==> src/rtl/adder_pkg.sv <==
// Shared definitions for the bit-serial adder: FSM encodings and default width.
package adder_pkg;

   localparam int DEFAULT_WIDTH = 8;

   typedef enum logic [1:0] {
      IDLE  = 2'd0,
      SHIFT = 2'd1,
      DONE  = 2'd2
   } state_t;

endpackage

==> src/rtl/fulladder.sv <==
// 1-bit full-adder cell used as the bit-serial datapath.
module fulladder (
   input  logic a,
   input  logic b,
   input  logic cin,
   output logic sum,
   output logic cout
);

   assign sum  = a ^ b ^ cin;
   assign cout = (a & b) | (a & cin) | (b & cin);

endmodule

==> src/rtl/serial_adder.sv <==
// Bit-serial adder: one full-adder cell processes one operand bit per clock, LSB first.
//
// state | meaning
// IDLE  | waiting for start
// SHIFT | adding one bit per cycle, WIDTH cycles
// DONE  | result published, done pulse; start here chains straight into SHIFT
module serial_adder
   import adder_pkg::*;
#(
   parameter int WIDTH = DEFAULT_WIDTH
) (
   input  logic             clk,
   input  logic             rst,
   input  logic             start,
   input  logic [WIDTH-1:0] a,
   input  logic [WIDTH-1:0] b,
   input  logic             cin,
   output logic             busy,
   output logic             done,
   output logic [WIDTH-1:0] sum,
   output logic             cout
);

   localparam int CNT_W = $clog2(WIDTH + 1);

   state_t           state_q, state_d;
   logic [WIDTH-1:0] a_q, b_q, s_q, s_next;
   logic             carry_q;
   logic [CNT_W-1:0] cnt_q;
   logic             fa_sum, fa_cout;
   logic             accept, last_bit;

   assign accept   = start && (state_q == IDLE || state_q == DONE);
   assign last_bit = (state_q == SHIFT) && (cnt_q == CNT_W'(WIDTH - 1));
   assign s_next   = {fa_sum, s_q[WIDTH-1:1]};

   fulladder u_fa (
      .a    (a_q[0]),
      .b    (b_q[0]),
      .cin  (carry_q),
      .sum  (fa_sum),
      .cout (fa_cout)
   );

   always_ff @(posedge clk or posedge rst) begin
      if (rst) state_q <= IDLE;
      else     state_q <= state_d;
   end

   always_comb begin
      state_d = state_q;
      case (state_q)
         IDLE:    if (start) state_d = SHIFT;
         SHIFT:   if (last_bit) state_d = DONE;
         DONE:    state_d = start ? SHIFT : IDLE;
         default: state_d = IDLE;
      endcase
   end

   always_comb begin
      busy = (state_q == SHIFT);
      done = (state_q == DONE);
   end

   // Outputs only move on the completion edge so they never show partial sums.
   always_ff @(posedge clk or posedge rst) begin
      if (rst) begin
         a_q     <= '0;
         b_q     <= '0;
         s_q     <= '0;
         carry_q <= 1'b0;
         cnt_q   <= '0;
         sum     <= '0;
         cout    <= 1'b0;
      end else if (accept) begin
         a_q     <= a;
         b_q     <= b;
         s_q     <= '0;
         carry_q <= cin;
         cnt_q   <= '0;
      end else if (state_q == SHIFT) begin
         a_q     <= a_q >> 1;
         b_q     <= b_q >> 1;
         s_q     <= s_next;
         carry_q <= fa_cout;
         cnt_q   <= cnt_q + CNT_W'(1);
         if (last_bit) begin
            sum  <= s_next;
            cout <= fa_cout;
         end
      end
   end

endmodule

==> config.mk <==
export PLATFORM = sky130hd
export DESIGN_NAME = serial_adder
export DESIGN_NICKNAME = d
export VERILOG_FILES = /design/src/rtl/adder_pkg.sv /design/src/rtl/fulladder.sv /design/src/rtl/serial_adder.sv
export SDC_FILE = /design/constraint.sdc
export NUM_CORES = 1
export LEC_CHECK = 0
export BUFFER_PORTS_ARGS = -buffer_cell sky130_fd_sc_hd__buf_2
export CORE_ASPECT_RATIO = 0.9
export CORE_MARGIN = 5
export CORE_UTILIZATION = 27
export DETAILED_ROUTE_END_ITERATION = 6
export REMOVE_ABC_BUFFERS = 1
export SYNTH_ARGS = -nofsm -noshare
export SYNTH_HDL_FRONTEND = slang
export SYNTH_SLANG_ARGS = --single-unit
==> constraint.sdc <==
create_clock -name clk -period 2.18 [get_ports clk]
set_input_delay 0.109 -clock clk [delete_from_list [all_inputs] [get_ports clk]]
set_output_delay 0.109 -clock clk [all_outputs]
set_load 0.01 [all_outputs]
==> out/results.env <==
POST_SYNTH_INSTANCE_AREA_MM2=0.00161
WIRELENGTH_UM=2930
GRT_MAX_DEGREE=40
CTSLONGESTPATHBUFFERS=2
WORST_HOLD_PATH.NUM_CELLS=3
CLKLATENCYLATEPIN_PS=290
GLOBALROUTEOVERFLOWTOTAL=0
R2R_SETUP_SLACK_PS=490
ANTENNA_FOUND_INITIAL=0
ADDER_CELL_AREA_SHARE_OF_THE_YOSYS_NETLIST_PCT=2.02
TIMING_HOLD_VIOLATIONS_FINAL=0
DIE_WIDTH_UM=91.4
NUMCTSBUFFERS=5
TIMING.RR.END='cnt_q[0]'
CRITICAL-PATH-TOP-DELAY-FAMILY='simple AND/OR/NAND/NOR gates'
VIAS=1039
CRITPATHREQUIREDTIME_PS=2400
YOSYS_WARNINGS=0
CP_SLOWEST_CELL='nor2_2'
TRITONCTS='built'
CPPEAKSTAGEDELAY_PS=710
FLOORPLAN.ROWS=26
POST-ROUTE-DRC-COUNT=0
MOST_FREQUENT_STANDARD_CELL_IN_THE_LAYOUT_EXCLUDING_FILL_AND_TAP_CELLS='dfrtp_1'
IR_DROP_mV=0.487
TIMING.CRITICAL_PATH.CELLS='and2b_4 -> nor2_2 -> mux2_2'
LAYOUT_COMMON_CELLS='dfrtp_1 (39), buf_2 (30), a22o_1 (24)'
SYNTH_TOP_FAMILY_BY_AREA='compound AO/OA/AOI/OAI gates'
DRT-MET1-WL_UM=1450
N_ANTENNA_CELL=0
WORST-R2R-CELL-COUNT=3
SYNTH_SEQUENTIAL_AREA_RATIO_PCT=60.7
SETUP_TNS_PS=0
AREA_GROWTH_PCT=20.8
MULTI_INPUT_COMB_AREA_UM2=587
POWER.TOTAL_uW=2750
SYNTH_COMPOUND_GATE_AREA_SHARE_PCT=20.1
SYNTH_SIMPLE_GATE_AREA_SHARE_PCT=4.90
LAYOUT_MIN_CYCLE_TIME_PS=1690
FINAL_ANTENNA_NET_COUNT=0
INITIAL_UTILIZATION_PCT=28.1
SYNTH_XOR_AREA_SHARE_PCT=0
BUFFER_TYPE_AT_THE_CLOCK_TREE_ROOT='clkbuf_8'
CORE_MM2=0.00573
NNETSFINAL=173
MET2ROUTEDLENGTH_UM=1200
TIMING.FINAL.SETUP_VIOLATIONS=0
SEQUENTIAL_CELL_AREA_UM2=976
ROUTE.MET3.WL_UM=218
CLK_PIN_SLEW_WORST_PATHS_PS=70
MAX_SLEW_MARGIN_PCT=37.6
MAX_SLEW.WORST_PIN.SLEW_PS=935
LEAKAGE_uW=0.00104
SYNTH_MUX_AREA_SHARE_PCT=9.49
DR_TOP_LAYER='met4'
HOLD_PATH.STARTPOINT='b[4]'
REGTOREGSTARTPOINT='state_q[0]'
CRIT_ARRIVAL_PS=1910
TYPE_OF_THE_WORST_SETUP_PATH='flop to flop'
HOLD_SLACK_PS=27.3
DRT_FIRST_ITER_VIOLATIONS=18
FINAL-MAX-SLEW-VIOLATION-COUNT=0
RESULT_OF_THE_RUN='completed'
PWR_DENSITY_CELL_mW_PER_MM2=1420
MAX_CAP_VIOL_COUNT=0
GRT_PASS1_VIAS=1114
TIMING.FMAX_MHz=592
H-TREE-DEPTH=2
CLOCK-SKEW-FINAL_PS=6.16
LAYOUT.FILLER_CELLS=579
FIN_CRIT_SH_PCT=77.5
FP.DIEH_UM=83.2
DRIVE_GT1_SHARE_PCT=29.6
DRT-WIRELENGTH-PER-CELL_UM=13.2
VIASPERCELL=4.68
YOSYS.CELL_TYPES.COUNT=19
HOLD-PATH-ENDPOINT='b_q[4]'
PLACE_CONGESTION=0.666
GROUTE.USAGE.OVERALL_PCT=8.30
PORTBUFFERS=30
SYN-MEAN-INSTANCE-AREA_UM2=13.8
IOS=31
TIMING.CRITICAL_PATH.TO_TYPE='flop'
TRITONCTS_NUM_SINKS=39
MIN_PATH_TYPE='input pin to flop'
CRITPATHBUFINV=0
GLOBAL_ROUTE_WIRE_LENGTH_BEFORE_REPAIR_UM=5090
SYNTH.FF_LATCH_COUNT=39
POST-CTS-SETUP-BUFFERS=0
RSZ_0062_RAISED_AFTER_GLOBAL_ROUTING='no'
DPL.HPWL_UM=2000
DRT_PRE_ANTENNA_ITERS=4
CP_MAX_FO=24
SYNTH_CELLS=117
STARTPOINT_TYPE='flop'
DIE_AREA_MM2=0.00761
## Yosys cell counts
cell type | number | area share [%]
nor3b_2 | 1 | 0.78
nand4_1 | 1 | 0.39
a21o_1 | 13 | 6.1
inv_1 | 1 | 0.23
mux2_1 | 9 | 6.3
mux2_2 | 1 | 0.70
buf_2 | 7 | 2.2
mux2i_1 | 4 | 2.5
buf_4 | 1 | 0.47
nand2b_1 | 1 | 0.39
nor2b_1 | 3 | 1.2
and2b_4 | 1 | 0.62
ha_1 | 1 | 0.78
o21ai_1 | 3 | 0.93
a22o_1 | 24 | 13
fa_1 | 1 | 1.2
dfrtp_1 | 39 | 61
nand2_1 | 5 | 1.2
nor2_2 | 1 | 0.39
## layout make-up
class / count / share of cell area (%)
inverter: 1 / 0.193
multi-input combinational: 69 / 30.2
clock buffer: 8 / 5.15
timing repair buffer: 35 / 9.78
sequential: 39 / 50.2
tap: 70 / 4.50
## stage by stage
stage / instances / worst slack [ps] / util, % / instance area [um2]
after floorplan: 109 / 227 / - / 1570
after global placement: 213 / 490 / 32.0 / 1830
after detailed placement: 213 / 474 / 32.0 / 1830
after CTS: 222 / 457 / 34.0 / 1940
after global routing: 222 / 327 / 34.0 / 1940
final: 222 / 491 / 34.0 / 1940
## metal layers
metal  vias up  track usage [%]
met3         7             3.71
met1       503             10.8
li1        500                -
met2        29             11.6
met5         -                0
met4         0             4.00
## cell families after synthesis
group           after synthesis
mux                          14
simple gates                 13
fa+ha+maj                     2
buf+inv                       9
flops                        39
compound gates               40
## report_power, final
group / internal [uW] / switching, uW
clock: 289 / 237
sequential: 1040 / 196
combinational: 529 / 464
total: 1860 / 897
## sequential cells by signal (all words and copies together) (netlist names)
name / count
s_q: 7
cout: 1
carry_q: 1
cnt_q: 4
a_q: 8
b_q: 8
state_q: 2
sum: 8
## worst register-to-register path: stages, from the launching register on
cell and delay, ps:
dfrtp_1 410, and2b_4 210, nor2_2 710, mux2_2 300
## timing repair
action | CTS | global route
hold buffers | 1 | 0
hold endpoints to repair | 39 | 0
resized for setup | 0 | 0
## worst max-delay path by stage
stage / depth (start not counted) / startpoint / end / slack (ps)
after floorplan: 3 / state_q[0] / cnt_q[0] / 230
after global placement: 3 / state_q[0] / cnt_q[0] / 490
after detailed placement: 3 / state_q[0] / cnt_q[0] / 470
after CTS: 3 / state_q[0] / cnt_q[0] / 460
after global routing: 3 / state_q[0] / cnt_q[0] / 330
final: 3 / state_q[0] / cnt_q[0] / 490
Power figures use the tool's default switching activity.
